**config.mk**
```make
export PLATFORM = sky130hd
export DESIGN_NAME = pokey_bus_arbiter
export DESIGN_NICKNAME = d
export VERILOG_FILES = /design/src/rtl/pokey_bus_arbiter.sv
export SDC_FILE = /design/constraint.sdc
export NUM_CORES = 1
export LEC_CHECK = 0
export BUFFER_PORTS_ARGS = -buffer_cell sky130_fd_sc_hd__buf_2
export CAP_MARGIN = 20
export CORE_ASPECT_RATIO = 0.75
export CORE_MARGIN = 8
export CORE_UTILIZATION = 50
export CTS_BUF_LIST = sky130_fd_sc_hd__clkbuf_4 sky130_fd_sc_hd__clkbuf_8
export DETAILED_ROUTE_END_ITERATION = 6
export PLACE_DENSITY = 0.77
export SLEW_MARGIN = 20
export SYNTH_ARGS = -nofsm -noshare
export SYNTH_HDL_FRONTEND = slang
export SYNTH_SLANG_ARGS = --single-unit
```
**constraint.sdc**
```tcl
create_clock -name clk_cpu_4x_i -period 5.91 [get_ports clk_cpu_4x_i]
set_input_delay 0.8865 -clock clk_cpu_4x_i [delete_from_list [all_inputs] [get_ports clk_cpu_4x_i]]
set_output_delay 0.8865 -clock clk_cpu_4x_i [all_outputs]
set_load 0.01 [all_outputs]
```
**src/rtl/pokey_bus_arbiter.sv**
```systemverilog
// pokey_bus_arbiter: shares the POKEY register port between CPU and a FIFO-buffered aux write source.
// Define POKEY_SHADOW_EN to add a 16x8 shadow of every issued write with a combinational read port.
module pokey_bus_arbiter #(
    parameter int FIFO_DEPTH = 8,
    parameter int AUX_GAP    = 1
) (
    input  logic       clk_cpu_4x_i,
    input  logic       reset_cpu_n_i,
    input  logic       clk_cpu_i,
    input  logic       cpu_sel_i,
    input  logic       cpu_read_i,
    input  logic [3:0] cpu_addr_i,
    input  logic [7:0] cpu_wr_data_i,
    input  logic       aux_valid_i,
    output logic       aux_ready_o,
    input  logic [3:0] aux_addr_i,
    input  logic [7:0] aux_data_i,
    output logic [3:0] pk_a_o,
    output logic [7:0] pk_d_o,
    output logic       pk_r_w_n_o,
    output logic       pk_cs1_n_o,
    output logic       aux_busy_o,
`ifdef POKEY_SHADOW_EN
    input  logic [3:0] shadow_addr_i,
    output logic [7:0] shadow_data_o,
`endif
    output logic [7:0] defer_cnt_o
);
    localparam int AW = (FIFO_DEPTH > 1) ? $clog2(FIFO_DEPTH) : 1;

    typedef enum logic [1:0] {S_IDLE, S_WAIT, S_ARMED} state_t;

    state_t        state_q, state_d;
    logic [AW-1:0] wr_ptr_q, rd_ptr_q;
    logic [AW:0]   count_q, count_d;
    logic [7:0]    gap_q, gap_d, defer_q;
    logic          ready_q;
    logic [3:0]    a_q;
    logic [7:0]    d_q;
    logic [11:0]   mem_q [FIFO_DEPTH];
    logic [11:0]   head;
    logic          push, slot_free, aux_own;

    assign head      = mem_q[rd_ptr_q];
    assign push      = aux_valid_i & ready_q;
    assign slot_free = clk_cpu_i & ~cpu_sel_i;
    assign aux_own   = slot_free & (state_q == S_ARMED);
    assign count_d   = count_q + (AW+1)'(push) - (AW+1)'(aux_own);
    // Only free slots age the gap; it keeps counting while idle so a late push is not held back.
    assign gap_d     = aux_own ? 8'(AUX_GAP) : (slot_free && gap_q != 8'd0) ? gap_q - 8'd1 : gap_q;

    always_comb begin
        state_d = state_q;
        case (state_q)
            S_IDLE:  if (push) state_d = (AUX_GAP == 0) ? S_ARMED : S_WAIT;
            S_WAIT:  if (gap_q == 8'd0 || (slot_free && gap_q == 8'd1)) state_d = S_ARMED;
            S_ARMED: if (aux_own) state_d = (count_d == '0) ? S_IDLE : S_WAIT;
            default: state_d = S_IDLE;
        endcase
    end

    assign pk_a_o      = cpu_sel_i ? cpu_addr_i    : aux_own ? head[11:8] : a_q;
    assign pk_d_o      = cpu_sel_i ? cpu_wr_data_i : aux_own ? head[7:0]  : d_q;
    assign pk_r_w_n_o  = cpu_sel_i ? cpu_read_i : ~aux_own;
    assign pk_cs1_n_o  = ~(cpu_sel_i | aux_own);
    assign aux_ready_o = ready_q;
    assign aux_busy_o  = state_q != S_IDLE;
    assign defer_cnt_o = defer_q;

    always_ff @(posedge clk_cpu_4x_i or negedge reset_cpu_n_i) begin
        if (!reset_cpu_n_i) begin
            state_q  <= S_IDLE;
            wr_ptr_q <= '0;
            rd_ptr_q <= '0;
            count_q  <= '0;
            gap_q    <= '0;
            defer_q  <= '0;
            ready_q  <= 1'b1;
            a_q      <= '0;
            d_q      <= '0;
        end else begin
            state_q <= state_d;
            count_q <= count_d;
            gap_q   <= gap_d;
            ready_q <= count_d != (AW+1)'(FIFO_DEPTH);
            if (push) wr_ptr_q <= wr_ptr_q + AW'(1);
            if (aux_own) rd_ptr_q <= rd_ptr_q + AW'(1);
            if (clk_cpu_i && cpu_sel_i && state_q == S_ARMED && defer_q != 8'hff) defer_q <= defer_q + 8'd1;
            if (!pk_cs1_n_o) begin
                a_q <= pk_a_o;
                d_q <= pk_d_o;
            end
        end
    end

    // Storage is flushed by the pointer reset, so the array itself needs no reset.
    always_ff @(posedge clk_cpu_4x_i)
        if (push) mem_q[wr_ptr_q] <= {aux_addr_i, aux_data_i};

`ifdef POKEY_SHADOW_EN
    logic [7:0] sh_q [16];

    always_ff @(posedge clk_cpu_4x_i or negedge reset_cpu_n_i) begin
        if (!reset_cpu_n_i) begin
            for (int i = 0; i < 16; i++) sh_q[i] <= '0;
        end else if (clk_cpu_i && !pk_cs1_n_o && !pk_r_w_n_o) begin
            sh_q[pk_a_o] <= pk_d_o;
        end
    end

    assign shadow_data_o = sh_q[shadow_addr_i];
`endif
endmodule

```
==> results of run 1 <==
layer usage:
metal | up-vias | track usage (%)
met4 | 2 | 5.35
met1 | 1644 | 21.5
met2 | 103 | 23.7
met5 | - | 0
li1 | 1541 | -
met3 | 14 | 5.64
worst register-to-register path, delay by kind of cell, from the launching register on:
family | cells | cell delay [ns]
buffers and inverters | 2 | 0.11
AO/OA/AOI/OAI | 1 | 0.17
flip-flops | 1 | 0.45
AND/OR/NAND/NOR | 5 | 1.10
adder cells (fa/ha/maj) | 2 | 0.64
layout make-up:
type | count | area [um^2] | share of cell area [%]
Multi-Input combinational cell | 197 | 1780 | 26.6
Clock buffer | 18 | 241 | 3.61
Timing Repair Buffer | 64 | 348 | 5.20
Sequential cell | 137 | 3910 | 58.4
Inverter | 9 | 33.8 | 0.505
Tap cell | 144 | 180 | 2.69
Clock inverter | 14 | 196 | 2.94
cell families (layout without fill, tap and decap cells):
kind of cell    after synthesis  count (layout)  synth area share, %
compound gates               45              45                 6.50
xor+xnor                     16              16                 2.40
fa+ha+maj                    10              10                 2.27
buf+inv                      28             105                 2.40
flops                       137             137                 67.1
mux                          38              38                 11.9
simple gates                 88              88                 7.45
power groups by stage:
stage / registers [uW] / clock network [uW] / logic (uW)
finish: 1330 / 841 / 682
global route: 1350 / 895 / 752
CTS: 1330 / 857 / 688
detailed placement: 1340 / 0 / 686
global placement: 1330 / 0 / 658
floorplan: 1290 / 0 / 538
synthesized netlist by cell type, types with 2 or more instances:
cell type / instances / area [um^2]
nor2_1: 16 / 60.1
clkbuf_1: 10 / 37.5
o211ai_1: 2 / 15.0
a21oi_2: 3 / 26.3
buf_2: 4 / 20.0
mux4_2: 21 / 473
o221ai_1: 22 / 193
mux2_2: 2 / 22.5
inv_1: 9 / 33.8
xnor2_1: 11 / 96.3
and4_1: 2 / 17.5
edfxtp_1: 96 / 2880
o21ai_0: 3 / 15.0
a21oi_1: 2 / 10.0
a31o_1: 2 / 17.5
dfrtp_1: 40 / 1000
and3_1: 2 / 12.5
mux2i_1: 12 / 120
mux4_1: 3 / 78.8
buf_6: 4 / 45.0
nor3_1: 4 / 20.0
o21a_1: 2 / 15.0
nand3_1: 5 / 25.0
nor4_1: 2 / 12.5
ha_1: 9 / 113
or2_2: 3 / 18.8
nand2_1: 40 / 150
nand2b_1: 3 / 18.8
nand4_1: 3 / 18.8
xor2_1: 5 / 43.8
worst max path at each step:
stage / start / endpoint / depth (start not counted)
after floorplan: cpu_sel_i / state_q[0] / 11
after detailed placement: cpu_sel_i / state_q[0] / 12
after global routing: rd_ptr_q[0] / pk_a_o[3] / 5
final: rd_ptr_q[0] / pk_a_o[0] / 5
after global placement: cpu_sel_i / state_q[0] / 12
after CTS: rd_ptr_q[0] / pk_a_o[3] / 5
flip-flops by register name, indices dropped and copies added, names as in the netlist, 3 cells and up:
| register | count |
|---|---|
| mem_q | 96 |
| d_q | 8 |
| defer_cnt_o | 8 |
| gap_q | 8 |
| a_q | 4 |
| count_q | 4 |
| rd_ptr_q | 3 |
| wr_ptr_q | 3 |
metrics by stage:
stage          utilization, %  hold WS [ns]  setup slack [ns]  std cells
2_1_floorplan               -         0.463              2.98        362
3_3_place_gp             54.4         0.479              2.45        551
3_5_place_dp             54.4         0.481              2.35        551
4_1_cts                  58.2         0.493              2.00        583
5_1_grt                  58.2         0.524              1.85        583
6_report                 58.2         0.491              2.09        583
==> summary.md, run 1 <==
| Metric | Value |
|---|---|
| Worst Path Max Fanout | 17 |
| Worst R2R Path Depth | 10 |
| Comb power frac | 23.9% |
| Design internal power | 1990 uW |
| Largest net degree at the start of global routing | 43 |
| Placed standard-cell area | 6250 um^2 |
| Core Box Area | 11500 um^2 |
| Num rows | 34 |
| Post-synth ARST share | 29.9% |
| Period utilization | 64.7% |
| Synth-to-layout area growth | 14.7% |
| CP peak stage delay | 1.03 ns |
| Min-delay src | defer_cnt_o[6] |
| Clock power frac | 29.5% |
| Congestion Overflow GR | 0 |
| Wire per inst | 19.9 um |
| Layout cells sized above 1 | 30.3% |
| Max_slew headroom | 30.9% |
| Flop pwr share | 46.5% |
| Yosys reg bits | 137 |
| Final Hold Vio Count | 0 |
| Status | finished clean |
| Critical Path AT | 2.94 ns |
| Met1 WL | 5.39 mm |
| Cells along the critical path | buf_4, mux4_2, mux2i_1, o221ai_1, buf_2 |
| First-pass DRT Iterations | 4 |
| Max VDD drop | 0.000197 V |
| Clk pin slew, worst setup/hold paths | 0.08 ns |
| Via count | 3304 |
| RePlAce Congestion | 0.784 |
| First-pass GRT wire length | 18.4 mm |
| Vias in the first global route | 3375 |
| CTS root buf | clkbuf_8 |
| Die ar. | 15400 um^2 |
| Finish-stage setup viols | 0 |
| Post-route setup TNS | 0 ns |
| PostCTS Resize Cnt | 0 |
| Setup Skew | 0.0150 ns |
| Clk_lat worst skew | 0.44 ns |
| Worst path top cell family by delay | flip-flops |
| First DRT Iteration DRCs | 231 |
| Library cells used by synthesis | 50 |
| Crit path launch type | register |
| Avg Vias per Cell | 5.67 |
| Critical R2R Launch | state_q[0] |
| Max-slew violations | 0 |
| Power Total | 2850 uW |
| Avg Inst Size Synth | 16.1 um^2 |
| Total Wirelength | 11.6 mm |
| N_diodes | 0 |
| Crit path kind | register to output port |
| Ys flop type | edfxtp_1 |
| Final Cell Area | 6690 um^2 |
| GRT Total Usage | 15.9% |
| Fillers | 861 |
| Post-synthesis sequential area ratio | 67.1% |
| Net Sw Power | 858 uW |
| CTS max path bufs | 2 |
| Post-synth EDFFs | 96 |
| CTS Hold Buffers Added | 0 |
| Post-Syn Area | 5830 um^2 |
| Worst R2R Setup Slack | 3.33 ns |
| CTS tree | yes |
| Port bufs | 53 |
| R2r endpoint | state_q[0] |
| Switching Fraction | 30.1% |
| RSZ-0062 raised after global routing | false |
| Worst path slowest cell | dfrtp_1 |
| Yosys warns | 0 |
| Worst setup EP type | output port |
| Die Ht | 110 um |
| Ports | 54 |
| Post-CTS Setup Bufs | 0 |
| Initial Util | 50.8% |
| Final #Nets | 466 |
| Top Layer Used | met5 |
| Worst Hold Class | register to register |
| Syn_nets | 402 |
| Most common cell after layout, fill and taps aside | edfxtp_1 |
| Antenna violations before repair | 1 |
| Total CTS buffers | 17 |
| DRC violations left | 0 |
| Min-Delay Path Depth | 1 |
| Final ANT Viol Nets | 0 |
| MaxCap Viol Count | 0 |
| Max Freq | 262 MHz |
| Leak pwr | 0.00251 uW |
| Die width | 141 um |
| Most frequent cells in the layout | edfxtp_1, buf_2, nand2_1, dfrtp_1, o221ai_1 |
| Mapped Cells | 362 |
| Metal2 WL | 5.18 mm |
| Final min period | 3.82 ns |
| Worst slew pin tran | 1.04 ns |
| Clk sinks | 137 |
| Critical Path RT | 5.02 ns |
| Hold endpoint | defer_cnt_o[6] |
| CTS H-tree depth | 4 |
| DP Wirelength | 7.47 mm |
| WL met3 | 871 um |
| Pwr/cell area | 426 nW/um^2 |
| CP Buf/Inv Count | 2 |
(Power assumes the default switching activity.)
==> run 2: changes to the inputs <==
ABC_AREA = 1   (was default)
PLACE_DENSITY = 0.8   (was 0.77)
clock period = 3.1 ns   (was 5.91 ns; I/O delays follow)
==> summary.md, run 2 <==
| Metric | Value |
|---|---|
| Worst path top cell family by delay | flip-flops |
| Die width | 143 um |
| Congestion Overflow GR | 0 |
| Most instantiated cells after synthesis | nand2_1, nor2_1, edfxtp_1 |
| Placed standard-cell area | 6470 um^2 |
| MaxCap Viol Count | 0 |
| Worst Path Max Fanout | 32 |
| First-pass DRT Iterations | 4 |
| Core Box Area | 11700 um^2 |
| Comb power frac | 30.1% |
| Die Ht | 111 um |
| Vias in the first global route | 4086 |
| Final #Nets | 685 |
| Simple-gate share of the synthesized area | 18.0% |
| CP Buf/Inv Count | 2 |
| Net Sw Power | 2070 uW |
| Crit path launch type | register |
| Final setup margin | 0.467 ns |
| Clk_lat worst skew | 0.44 ns |
| Design internal power | 4040 uW |
| Antenna violations before repair | 1 |
| Worst Hold Class | input port to asynchronous set/reset pin |
| Post-synth top area share | 47.8% |
| Setup WS pre-CTS | 0.446 ns |
| Post-route setup TNS | 0 ns |
| Critical Path RT | 2.63 ns |
| Status | finished clean |
| Port bufs | 53 |
| Switching Fraction | 33.9% |
| Fillers | 963 |
| Yosys reg bits | 137 |
| Max VDD drop | 0.000416 V |
| Critical Path AT | 2.17 ns |
| Syn_nets | 621 |
| Total Wirelength | 13.3 mm |
| Top-count cell post-synth | nand2_1 |
| CTS Hold Buffers Added | 0 |
| CTS max path bufs | 2 |
| RSZ-0062 raised after global routing | false |
| Post-Syn Area | 6030 um^2 |
| CTS tree | yes |
| Finish-stage setup viols | 0 |
| Largest family of logic cells by synthesized area | simple AND/OR/NAND/NOR gates |
| Crit path to | pk_d_o[1] |
| Period utilization | 84.9% |
| Area contributors post-synth | edfxtp_1, dfrtp_1, nand2_1, nor2_1, o21ai_0 |
| DP Cell Count | 788 |
| CP peak stage delay | 0.77 ns |
| Hold slack | 0.169 ns |
| Largest register FFs | 96 |
| Ys flop type | edfxtp_1 |
| Num rows | 34 |
| Via count | 4227 |
| Leak pwr | 0.00295 uW |
| CTS root buf | clkbuf_8 |
| DRC violations left | 0 |
| PostCTS Resize Cnt | 0 |
| Crit path kind | register to output port |
| Worst slew pin tran | 0.943 ns |
| RePlAce Congestion | 0.828 |
| Final ANT Viol Nets | 0 |
| Xor/xnor share of the synthesized area | 1.72% |
| Post-synthesis mux area share | 0% |
| Most frequent cells in the layout | nand2_1, nor2_1, edfxtp_1 |
| Worst R2R Path Depth | 16 |
| R2r endpoint | state_q[0] |
| Avg Vias per Cell | 5.15 |
| Layout cells sized above 1 | 17.5% |
| Final min period | 2.63 ns |
| First DRT Iteration DRCs | 314 |
| Adder-Cell Fraction of Synth Area | 2.20% |
| GRT Total Usage | 17.2% |
| Max-slew violations | 0 |
| Critical R2R Launch | state_q[1] |
| Initial Util | 51.7% |
| Die ar. | 15900 um^2 |
| Pwr/cell area | 878 nW/um^2 |
| Final cell count without fillers | 820 |
| Clock power frac | 29.3% |
| Library cells used by synthesis | 30 |
| Yosys warns | 0 |
| Clk sinks | 137 |
| Final Hold Vio Count | 0 |
| Post-synth ARST share | 29.9% |
| Largest net degree at the start of global routing | 50 |
| Post-synthesis sequential area ratio | 64.9% |
| Cells along the critical path | buf_12, o21ai_0, o211ai_1, nand3_1, nand2_1, buf_2 |
| Setup Skew | 0.0132 ns |
| Clk pin slew, worst setup/hold paths | 0.08 ns |
| Wire per inst | 16.2 um |
| Max Freq | 380 MHz |
| Synth-to-layout area growth | 15.5% |
| Crit. Startpoint | rd_ptr_q[1] |
| Total CTS buffers | 17 |
| Post-CTS Setup Bufs | 0 |
| Compound-cell area share of the yosys netlist | 7.83% |
| N_diodes | 0 |
| DP Wirelength | 8.42 mm |
| Synth area leader | edfxtp_1 |
| Most common cell after layout, fill and taps aside | nand2_1 |
| Final Cell Area | 6960 um^2 |
| Worst R2R Setup Slack | 0.73 ns |
| Flop pwr share | 40.6% |
| First-pass GRT wire length | 21.1 mm |
| Mapped Cells | 581 |
| Post-synth EDFFs | 96 |
| Worst path depth | 6 |
| CTS H-tree depth | 4 |
| Ports | 54 |
| Worst setup EP type | output port |
| Worst path slowest cell | dfrtp_1 |
| Biggest register | mem_q |
| Max_slew headroom | 37.1% |
| Avg Inst Size Synth | 10.4 um^2 |
## run 2: changes by cell type after synthesis, sizes merged, moves of 4 or more
cell    previous run  this run
nand2             40       135
nor2              16       100
o21ai              3        56
inv                9        48
mux4              24         0
o211ai             2        24
o221ai            22         0
nand3              5        25
mux2i             12         0
buf                9        16
xnor2             11         5
a21oi              5         1
clkbuf            10         6
## run 2: how the worst min path moves through the flow
stage / start / cells past startpoint / slack, ns / end
5_1_grt: reset_cpu_n_i / 1 / 0.24 / count_q[2]
6_report: reset_cpu_n_i / 1 / 0.17 / count_q[3]
4_1_cts: reset_cpu_n_i / 1 / 0.18 / count_q[3]
3_5_place_dp: gap_q[7] / 2 / 0.52 / gap_q[7]
3_3_place_gp: gap_q[7] / 2 / 0.50 / gap_q[7]
2_1_floorplan: reset_cpu_n_i / 0 / 0.17 / a_q[0]
## run 2: cells by family (layout without fill, tap and decap cells)
| logic type | after synthesis | count (layout) |
|---|---|---|
| flops | 137 | 137 |
| fa+ha+maj | 10 | 10 |
| compound gates | 82 | 82 |
| buf+inv | 70 | 147 |
| simple gates | 271 | 271 |
| xor+xnor | 11 | 11 |
## run 2: metal layers
layer | part of all wire, % | track usage, % | wire length, um
met5 | 0.098 | 0 | 13
met2 | 48 | 26.6 | 6390
met3 | 5.7 | 4.82 | 750
met1 | 45 | 22.6 | 5970
met4 | 0.95 | 6.07 | 126
## run 2: stage by stage
| step | total power [uW] | utilization, % |
|---|---|---|
| after floorplan | 3820 | - |
| after global placement | 4230 | 55.5 |
| after detailed placement | 4330 | 55.5 |
| after CTS | 6130 | 59.7 |
| after global routing | 6490 | 59.7 |
| final | 6110 | 59.7 |
## run 2: layout make-up
type / count / area, um^2 / area share, %
well taps: 162 / 203 / 2.91
flip-flops and latches: 137 / 3910 / 56.2
clock buffers: 18 / 241 / 3.47
inverters: 48 / 180 / 2.59
repair buffers: 67 / 383 / 5.50
clock inverters: 14 / 251 / 3.61
multi-input cells: 374 / 1790 / 25.8
## run 2: power by group through the flow
| stage | sequential [uW] | combinational [uW] | clock [uW] |
|---|---|---|---|
| 2_1_floorplan | 2470 | 1350 | 0 |
| 3_3_place_gp | 2500 | 1730 | 0 |
| 3_5_place_dp | 2510 | 1820 | 0 |
| 4_1_cts | 2480 | 1840 | 1810 |
| 5_1_grt | 2520 | 2090 | 1880 |
| 6_report | 2480 | 1840 | 1790 |
